## config.mk

```make
export PLATFORM = sky130hd
export DESIGN_NAME = id_hazard_stall_unit_flat
export DESIGN_NICKNAME = d
export VERILOG_FILES = /design/src/rtl/id_hazard_stall_unit_pkg.sv /design/src/rtl/id_hazard_stall_unit_if.sv /design/src/rtl/id_hazard_stall_unit_hazard_perf_counters.sv /design/src/rtl/id_hazard_stall_unit.sv /design/src/flat_wrapper.sv
export SDC_FILE = /design/constraint.sdc
export NUM_CORES = 1
export LEC_CHECK = 0
export CELL_PAD_IN_SITES_DETAIL_PLACEMENT = 2
export CELL_PAD_IN_SITES_GLOBAL_PLACEMENT = 2
export CORE_MARGIN = 3
export CORE_UTILIZATION = 40
export CTS_CLUSTER_SIZE = 14
export DETAILED_ROUTE_END_ITERATION = 8
export DONT_BUFFER_PORTS = 1
export GPL_TIMING_DRIVEN = 0
export PLACE_DENSITY_LB_ADDON = 0.1
export SYNTH_ARGS = -nofsm -noshare
export SYNTH_HDL_FRONTEND = slang
export SYNTH_HIERARCHICAL = 1
export SYNTH_SLANG_ARGS = --single-unit
```

## constraint.sdc

```tcl
create_clock -name clk -period 3.6 [get_ports clk]
set_input_delay 0.36 -clock clk [delete_from_list [all_inputs] [get_ports clk]]
set_output_delay 0.36 -clock clk [all_outputs]
set_load 0.005 [all_outputs]
```

## src/rtl/id_hazard_stall_unit_pkg.sv

```systemverilog
// Shared pipeline definitions for the decode-stage hazard controller.
package id_hazard_stall_unit_pkg;

  typedef enum logic {RUN, STALL} stall_state_t;

  localparam logic [4:0] REG_ZERO       = 5'd0;
  localparam logic [1:0] NO_STALL       = 2'd0;
  localparam logic [1:0] LOAD_USE_STALL = 2'd2;
  localparam logic [1:0] ALU_USE_STALL  = 2'd1;
  localparam logic [1:0] LOAD_MEM_STALL = 2'd1;

  // A write to $zero is architecturally discarded, so it never creates a dependency.
  function automatic logic src_hit(input logic valid, input logic uses,
                                   input logic [4:0] src, input logic [4:0] rd);
    return valid & uses & (src == rd) & (rd != REG_ZERO);
  endfunction

endpackage

```

## src/rtl/id_hazard_stall_unit_if.sv

```systemverilog
// Decode-stage hazard bus: ID operands, downstream latch info, control and counters.
interface id_hazard_stall_unit_if #(parameter int unsigned CNT_W = 32);
  logic             id_valid;
  logic [4:0]       id_rs;
  logic [4:0]       id_rt;
  logic             id_uses_rs;
  logic             id_uses_rt;
  logic             id_branch_taken;
  logic [4:0]       idex_rd;
  logic             idex_reg_write;
  logic             idex_mem_read;
  logic [4:0]       exm_rd;
  logic             exm_mem_read;
  logic             freeze;
  logic             pc_write_en;
  logic             ifid_write_en;
  logic             idex_bubble;
  logic             ifid_flush;
  logic [CNT_W-1:0] stall_cycles;
  logic [CNT_W-1:0] hazard_events;
  logic [CNT_W-1:0] flush_count;

  modport master (
    output id_valid, id_rs, id_rt, id_uses_rs, id_uses_rt, id_branch_taken,
           idex_rd, idex_reg_write, idex_mem_read, exm_rd, exm_mem_read, freeze,
    input  pc_write_en, ifid_write_en, idex_bubble, ifid_flush,
           stall_cycles, hazard_events, flush_count
  );

  modport slave (
    input  id_valid, id_rs, id_rt, id_uses_rs, id_uses_rt, id_branch_taken,
           idex_rd, idex_reg_write, idex_mem_read, exm_rd, exm_mem_read, freeze,
    output pc_write_en, ifid_write_en, idex_bubble, ifid_flush,
           stall_cycles, hazard_events, flush_count
  );
endinterface

```

## src/rtl/id_hazard_stall_unit_hazard_perf_counters.sv

```systemverilog
// Wrapping hazard performance counters; all counting is suspended while frozen.
module hazard_perf_counters #(
  parameter int unsigned CNT_W = 32
) (
  input  logic             clk,
  input  logic             rst,
  input  logic             freeze,
  input  logic             stall_en,
  input  logic             hazard_en,
  input  logic             flush_en,
  output logic [CNT_W-1:0] stall_cycles,
  output logic [CNT_W-1:0] hazard_events,
  output logic [CNT_W-1:0] flush_count
);

  always_ff @(posedge clk or posedge rst) begin
    if (rst) begin
      stall_cycles  <= '0;
      hazard_events <= '0;
      flush_count   <= '0;
    end else if (!freeze) begin
      if (stall_en)  stall_cycles  <= stall_cycles + 1'b1;
      if (hazard_en) hazard_events <= hazard_events + 1'b1;
      if (flush_en)  flush_count   <= flush_count + 1'b1;
    end
  end

endmodule

```

## src/rtl/id_hazard_stall_unit.sv

```systemverilog
// ID-stage stall/flush controller: holds the front end until operands become forwardable.
module id_hazard_stall_unit
  import id_hazard_stall_unit_pkg::*;
#(
  parameter int unsigned CNT_W = 32
) (
  input logic                 clk,
  input logic                 reset,
  id_hazard_stall_unit_if.slave hz
);

  stall_state_t state, state_next;
  logic [1:0]   remain, remain_next, need;
  logic         stall, hazard_new;
  logic         hit_idex, hit_exm;

  always_comb begin
    hit_idex = src_hit(hz.id_valid, hz.id_uses_rs, hz.id_rs, hz.idex_rd)
             | src_hit(hz.id_valid, hz.id_uses_rt, hz.id_rt, hz.idex_rd);
    hit_exm  = src_hit(hz.id_valid, hz.id_uses_rs, hz.id_rs, hz.exm_rd)
             | src_hit(hz.id_valid, hz.id_uses_rt, hz.id_rt, hz.exm_rd);
    need = NO_STALL;
    if (hit_idex && hz.idex_reg_write && hz.idex_mem_read) need = LOAD_USE_STALL;
    else if (hit_idex && hz.idex_reg_write)                need = ALU_USE_STALL;
    else if (hit_exm && hz.exm_mem_read)                   need = LOAD_MEM_STALL;
  end

  always_ff @(posedge clk or posedge reset) begin
    if (reset) begin
      state  <= RUN;
      remain <= '0;
    end else begin
      state  <= state_next;
      remain <= remain_next;
    end
  end

  // The first stall cycle is spent in RUN, so STALL only covers the remainder.
  always_comb begin
    state_next  = state;
    remain_next = remain;
    stall       = 1'b0;
    hazard_new  = 1'b0;
    case (state)
      RUN: begin
        if (need != NO_STALL) begin
          stall = 1'b1;
          if (!hz.freeze) begin
            hazard_new  = 1'b1;
            remain_next = need - 2'd1;
            state_next  = (need - 2'd1 != 2'd0) ? STALL : RUN;
          end
        end
      end
      STALL: begin
        stall = 1'b1;
        if (!hz.freeze) begin
          remain_next = remain - 2'd1;
          if (remain == 2'd1) state_next = RUN;
        end
      end
      default: state_next = RUN;
    endcase
  end

  always_comb begin
    hz.pc_write_en   = 1'b1;
    hz.ifid_write_en = 1'b1;
    hz.idex_bubble   = 1'b0;
    hz.ifid_flush    = 1'b0;
    if (reset) begin
      hz.pc_write_en   = 1'b0;
      hz.ifid_write_en = 1'b0;
      hz.idex_bubble   = 1'b1;
    end else if (hz.freeze) begin
      hz.pc_write_en   = 1'b0;
      hz.ifid_write_en = 1'b0;
    end else if (stall) begin
      hz.pc_write_en   = 1'b0;
      hz.ifid_write_en = 1'b0;
      hz.idex_bubble   = 1'b1;
    end else begin
      hz.ifid_flush    = hz.id_branch_taken;
    end
  end

  hazard_perf_counters #(.CNT_W(CNT_W)) u_counters (
    .clk           (clk),
    .rst           (reset),
    .freeze        (hz.freeze),
    .stall_en      (stall),
    .hazard_en     (hazard_new),
    .flush_en      (hz.id_branch_taken & ~stall),
    .stall_cycles  (hz.stall_cycles),
    .hazard_events (hz.hazard_events),
    .flush_count   (hz.flush_count)
  );

endmodule

```

## src/flat_wrapper.sv

```systemverilog
// flat-port wrapper written by rule: the top's interface ports become plain ports
module id_hazard_stall_unit_flat import id_hazard_stall_unit_pkg::*;
#(
  parameter int unsigned CNT_W = 32
)
  (clk, reset, hz_id_valid, hz_id_rs, hz_id_rt, hz_id_uses_rs, hz_id_uses_rt, hz_id_branch_taken, hz_idex_rd, hz_idex_reg_write, hz_idex_mem_read, hz_exm_rd, hz_exm_mem_read, hz_freeze, hz_pc_write_en, hz_ifid_write_en, hz_idex_bubble, hz_ifid_flush, hz_stall_cycles, hz_hazard_events, hz_flush_count);
  id_hazard_stall_unit_if #(.CNT_W(CNT_W)) hz_i ();
  input logic clk;
  input logic reset;
  input wire logic [$bits(hz_i.id_valid)-1:0] hz_id_valid;
  input wire logic [$bits(hz_i.id_rs)-1:0] hz_id_rs;
  input wire logic [$bits(hz_i.id_rt)-1:0] hz_id_rt;
  input wire logic [$bits(hz_i.id_uses_rs)-1:0] hz_id_uses_rs;
  input wire logic [$bits(hz_i.id_uses_rt)-1:0] hz_id_uses_rt;
  input wire logic [$bits(hz_i.id_branch_taken)-1:0] hz_id_branch_taken;
  input wire logic [$bits(hz_i.idex_rd)-1:0] hz_idex_rd;
  input wire logic [$bits(hz_i.idex_reg_write)-1:0] hz_idex_reg_write;
  input wire logic [$bits(hz_i.idex_mem_read)-1:0] hz_idex_mem_read;
  input wire logic [$bits(hz_i.exm_rd)-1:0] hz_exm_rd;
  input wire logic [$bits(hz_i.exm_mem_read)-1:0] hz_exm_mem_read;
  input wire logic [$bits(hz_i.freeze)-1:0] hz_freeze;
  output wire logic [$bits(hz_i.pc_write_en)-1:0] hz_pc_write_en;
  output wire logic [$bits(hz_i.ifid_write_en)-1:0] hz_ifid_write_en;
  output wire logic [$bits(hz_i.idex_bubble)-1:0] hz_idex_bubble;
  output wire logic [$bits(hz_i.ifid_flush)-1:0] hz_ifid_flush;
  output wire logic [$bits(hz_i.stall_cycles)-1:0] hz_stall_cycles;
  output wire logic [$bits(hz_i.hazard_events)-1:0] hz_hazard_events;
  output wire logic [$bits(hz_i.flush_count)-1:0] hz_flush_count;
  assign hz_i.id_valid = hz_id_valid;
  assign hz_i.id_rs = hz_id_rs;
  assign hz_i.id_rt = hz_id_rt;
  assign hz_i.id_uses_rs = hz_id_uses_rs;
  assign hz_i.id_uses_rt = hz_id_uses_rt;
  assign hz_i.id_branch_taken = hz_id_branch_taken;
  assign hz_i.idex_rd = hz_idex_rd;
  assign hz_i.idex_reg_write = hz_idex_reg_write;
  assign hz_i.idex_mem_read = hz_idex_mem_read;
  assign hz_i.exm_rd = hz_exm_rd;
  assign hz_i.exm_mem_read = hz_exm_mem_read;
  assign hz_i.freeze = hz_freeze;
  assign hz_pc_write_en = hz_i.pc_write_en;
  assign hz_ifid_write_en = hz_i.ifid_write_en;
  assign hz_idex_bubble = hz_i.idex_bubble;
  assign hz_ifid_flush = hz_i.ifid_flush;
  assign hz_stall_cycles = hz_i.stall_cycles;
  assign hz_hazard_events = hz_i.hazard_events;
  assign hz_flush_count = hz_i.flush_count;
  id_hazard_stall_unit #(.CNT_W(CNT_W)) u_core (.clk(clk), .reset(reset), .hz(hz_i));
endmodule
```

# == Word-level counts from Yosys, hierarchy flattened ==
# Index checks and enable logic that the tools add are counted.
# op_classes
addsub,5
eq_ne,8
mux,27
bitwise_logic,16
reduce_logical,11
# op_table
cell,count
adder 32 x 1 -> 32 bit (second input constant),3
== test 5 bit,4
two-way mux 1 bit,19
AND 1 bit,11
two-way mux 2 bit,5
nonzero test 5 bit,2
AND reduction 2 bit,3
inequality test 2 bit (second input constant),2
one-hot mux 1 bit (2 select lines),2
one-hot mux 2 bit (2 select lines),1
nonzero test 2 bit,2
subtractor 2 x 1 -> 2 bit (second input constant),2
logical AND 1 bit,3
NOT 1 bit,3
AND reduction 3 bit,1
== test 2 x 1 -> 1 bit (second input constant),1
inequality test 2 x 1 -> 1 bit (second input constant),1
bitwise OR 1 bit,2
# totals
reg_bits,99
inputBits,30
output_inout_bits,100
word_cells,72

# == Longest topological paths before layout ==
# logic_depth
ltp_word,14
ltp_mapped,13
depth_no_buf,12

# == Cells and area by module ==
# Netlist, hierarchy kept.
# modules_own_cells
mod,n_inst,cells_each,area_each_um2
hazard_perf_counters,1,386,4357.9
id_hazard_stall_unit,1,66,529.3

# == Worst setup path before layout ==
# No wires, ideal clock.
# synth_path
kind,input to register
startpoint,input port hz_idex_rd[2]
endpoint,register u_core.u_counters.hazard_events[13]
setup_ps,80
t_arrival_ps,3060
required_time_ps,3520
slack_ps,460
path_stages,12
n_path_buf,1
path_cell_list,or4_4 > o21ai_2 > o2111a_2 > nor2_1 > ha_1 > or3_1 > inv_1 > inv_1 > or3_1 > clkbuf_1 > nor4_1 > xnor2_1
# synth_between
elab_chain_cells,11
word_cells_on_any_way,16
classes_between,2 x eq/ne; 4 x mux; 5 x bitwise; 5 x reduce/logical
# synth_lines
element,line_no,text
start: declaration,flat_wrapper.sv:16,input wire logic [$bits(hz_i.idex_rd)-1:0] hz_idex_rd;
== test 5 bit,id_hazard_stall_unit_pkg.sv:15,return valid & uses & (src == rd) & (rd != REG_ZERO);
AND 1 bit (2 in a row),id_hazard_stall_unit_pkg.sv:15,
bitwise OR 1 bit (*),id_hazard_stall_unit.sv:19,"| src_hit(hz.id_valid, hz.id_uses_rt, hz.id_rt, hz.idex_rd);"
logical AND 1 bit (*),"id_hazard_stall_unit.sv:23, id_hazard_stall_unit.sv:24",
two-way mux 2 bit or logical AND 1 bit (tied branches),"id_hazard_stall_unit.sv:24, id_hazard_stall_unit.sv:23",
two-way mux 2 bit (*),id_hazard_stall_unit.sv:23,if (hit_idex && hz.idex_reg_write && hz.idex_mem_read) need = LOAD_USE_STALL;
nonzero test 2 bit (*),id_hazard_stall_unit.sv:46,if (need != NO_STALL) begin
two-way mux 1 bit (*),id_hazard_stall_unit.sv:46,
two-way mux 1 bit (*),id_hazard_stall_unit.sv:44,case (state)
named net u_core.hazard_new,id_hazard_stall_unit.sv:14,"logic stall, hazard_new;"
AND reduction 2 bit (no source line) (*),--,
end signal: assignment,id_hazard_stall_unit_hazard_perf_counters.sv:23,if (hazard_en) hazard_events <= hazard_events + 1'b1;
end: declaration,id_hazard_stall_unit_hazard_perf_counters.sv:12,"output logic [CNT_W-1:0] hazard_events,"
# The timed path passes the listed nets; every way through them passes the cells marked *.
# A chain may end at the register's enable or synchronous reset.

# == Worst setup path in the final report ==
# layout_path
startpoint,input port hz_idex_rd[2]
endpoint,register u_core.u_counters.flush_count[29]
# layout_between
elab_chain_cells,13
word_cells_on_any_way,18
classes_between,2 x eq/ne; 4 x mux; 7 x bitwise; 5 x reduce/logical
# layout_lines
element,line_no,text
== test 5 bit,id_hazard_stall_unit_pkg.sv:15,
AND 1 bit (2 in a row),id_hazard_stall_unit_pkg.sv:15,
bitwise OR 1 bit (*),id_hazard_stall_unit.sv:19,
logical AND 1 bit (*),"id_hazard_stall_unit.sv:23, id_hazard_stall_unit.sv:24",
two-way mux 2 bit or logical AND 1 bit (tied branches),"id_hazard_stall_unit.sv:24, id_hazard_stall_unit.sv:23",
two-way mux 2 bit (*),id_hazard_stall_unit.sv:23,
nonzero test 2 bit (*),id_hazard_stall_unit.sv:46,
two-way mux 1 bit (*),id_hazard_stall_unit.sv:46,
one-hot mux 1 bit (2 select lines) (*),id_hazard_stall_unit.sv:44,
NOT 1 bit (*),id_hazard_stall_unit.sv:93,".flush_en (hz.id_branch_taken & ~stall),"
AND 1 bit (*),id_hazard_stall_unit.sv:93,
AND reduction 2 bit (no source line) (*),--,
end signal: assignment,id_hazard_stall_unit_hazard_perf_counters.sv:24,if (flush_en) flush_count <= flush_count + 1'b1;
end: declaration,id_hazard_stall_unit_hazard_perf_counters.sv:13,output logic [CNT_W-1:0] flush_count
# Mark *: on every way between the ends. The rest lies on a longest branch, timed or not.

==> flow_metrics.tcl <==
set metrics [dict create \
    synth-edff-count 0 \
    tns_ns 0 \
    insertedDiodeCount 0 \
    drt-initial-drc-count 129 \
    grt_pass1_vias 3927 \
    endpoint_kind "register" \
    startpoint_type "primary input" \
    drv_slew 0 \
    antenna_found_initial 0 \
    dieArea_um2 13600 \
    post-synth-top-count-cell "dfrtp_1" \
    fin_nets 500 \
    cts_resized 0 \
    ys_dominant_reg_cell "dfrtp_1" \
    cellLeakagePower_nw 2.34 \
    syn_inst 452 \
    hpwlAfterDp_mm 9.31 \
    routabilityCongestion 0.751 \
    critPathKind "primary input to register" \
    pre_cts_slack_ns 0.0243 \
    tightest_slew_ns 0.811 \
    synth_area_um2 4890 \
    instances_no_fill 613 \
    cts_root_buf "clkbuf_16" \
    wl_mm 12.6 \
    placed_cell_area_um2 5100 \
    ir_worst_vdd_v 0.000266 \
    grt_usage_pct 19.2 \
    yosysWarnings 6 \
    ios 130 \
    layout_min_cycle_time_ns 3.19 \
    synth_common_cells "99 x dfrtp_1, 84 x xnor2_1, 41 x nand4_1, 34 x nand2_1, 32 x nand3_1" \
    route.detailed.drc 0 \
    num_vias 3525 \
    ys_seq_area_share_pct 50.7 \
    wire_per_inst_um 20.5 \
    yosys.area.top_type "dfrtp_1" \
    first_pass_iters 4 \
    total_power_mw 2.40 \
    skew_ns 0.00567 \
    synth.avg_cell_area_um2 10.8 \
    dp.cells 596 \
    whs_ns 0.160 \
    hold_viol 0 \
    synth_top_area_share_pct 50.7 \
    cts-htree-levels 3 \
    setup_viol 0 \
    cts_buffers 9 \
    maxCapViolations 0 \
    netlist_top_cells_area "dfrtp_1 51%, xnor2_1 15%, nand4_1 5.2%" \
    coreArea_um2 11700 \
    die_h_um 117 \
    antenna_left 0 \
    fin_crit_sh_pct 88.6 \
    yosysUniqueCellTypes 39 \
    cp.required_ns 3.82 \
    viasPerCell 5.75 \
    power.density_nw_per_um2 444 \
    cts_max_path_buffers 2 \
    clock_sinks 99 \
    die_x_um 117 \
    ys_seq_elements 99 \
    status "finished, final reports clean" \
    cp.arrival_ns 3.41 \
    cts_tree "built" \
    hold_path.class "primary input to register" \
    fmax_mhz 314 \
    rows 39 \
    final_core_util_pct 46.3 \
    worstPathMaxFanout 10 \
    slew_headroom_pct 45.4 \
    drive_gt1_share_pct 7.02 \
    insertion_delay_ns 0.34 \
    worst_slack_ns 0.412 \
    area_growth_pct 10.4 \
    design_area_um2 5400 \
    grt_setup_unrepaired "no" \
    syn_nets 487 \
    async_reset_ff_share_pct 100 \
    grt_pass1_wl_mm 20.6 \
    overflow 0 \
    path_clk_slew_ns 0.07 \
    grt_max_degree 58 \
    portBuffers 0 \
    initial_utilization_pct 41.9 \
]
==> placed cells by master (no fill, tap or decap), types with 9 or more instances in the layout <==
cell type,Yosys,final
nor2_1,16,16
clkbuf_16,0,9
nor3_1,16,16
dfrtp_1,99,99
and4_1,9,9
xnor2_1,84,84
nand4_1,41,41
inv_1,12,11
nand2_1,34,34
nor4_1,11,11
nand3_1,32,32
xor2_1,29,29
and3_1,12,12
==> final timing paths <==
path | to | startpoint | slack (ns) | depth (start not counted)
setup / recovery | u_core/u_counters/flush_count[29] | hz_idex_rd[2] | 0.41 | 12
setup reg to reg | u_core/u_counters/flush_count[29] | u_core/state | 1.17 | 7
min in group asynchronous | u_core/remain[0] | reset | 0.42 | 2
hold / removal | u_core/remain[0] | hz_freeze | 0.16 | 2
max in group asynchronous | u_core/u_counters/flush_count[16] | reset | 2.36 | 3
hold reg to reg | u_core/u_counters/hazard_events[21] | u_core/u_counters/hazard_events[21] | 0.51 | 1
==> final cells by class <==
| class | count | area, um^2 |
|---|---|---|
| clock buffer | 13 | 270 |
| multi-input combinational | 332 | 2320 |
| clock inverter | 3 | 21.3 |
| timing repair buffer | 2 | 37.5 |
| fill | 1232 | 6260 |
| sequential | 99 | 2480 |
| tap | 143 | 179 |
| inverter | 12 | 47.5 |
| buffer | 9 | 46.3 |
==> sequential cells by signal, indices dropped and copies added (netlist names) <==
name,flops
u_core/u_counters/stall_cycles,32
u_core/state,1
u_core/u_counters/hazard_events,32
u_core/remain,2
u_core/u_counters/flush_count,32
==> per-layer routing <==
layer | up-vias | routed length [um] | global-route usage [%]
li1 | 1624 | - | -
met1 | 1787 | 5330 | 24.4
met2 | 103 | 6110 | 31.3
met3 | 11 | 952 | 6.17
met4 | 0 | 161 | 5.81
met5 | - | 0 | 0
==> where the power goes <==
| group | internal [mW] | switching [mW] | total (mW) |
|---|---|---|---|
| sequential | 1.17 | 0.109 | 1.28 |
| clock | 0.526 | 0.410 | 0.936 |
| combinational | 0.0897 | 0.0912 | 0.181 |
==> timing repair <==
| action | in CTS | in global routing |
|---|---|---|
| buffers inserted | 0 | 0 |
| endpoints found under the setup margin | 0 | 0 |
| hold buffers | 1 | 0 |
| hold endpoints to repair | 42 | 0 |
==> critical path, stage by stage <==
cell and delay, ns:
or4_4 0.52, o21ai_2 0.21, nor3_1 0.11, nor2_1 0.11, ha_1 0.20, nor2b_1 0.29, and2_1 0.23, nand4b_1 0.16
nor4_1 0.53, buf_2 0.37, nand4_1 0.17, xnor2_1 0.16
==> cell families (layout without fill, tap and decap cells) <==
kind of cell    count (synthesis)  count (layout)  share of synthesized area (%)
compound gates                 11              11                           1.74
xor+xnor                      113             113                           20.3
fa+ha+maj                       5               5                           1.28
buf+inv                        21              39                           1.87
flops                          99              99                           50.7
mux                             4               4                          0.922
simple gates                  199             199                           23.2
No activity file was read; power rests on OpenSTA's default activity.
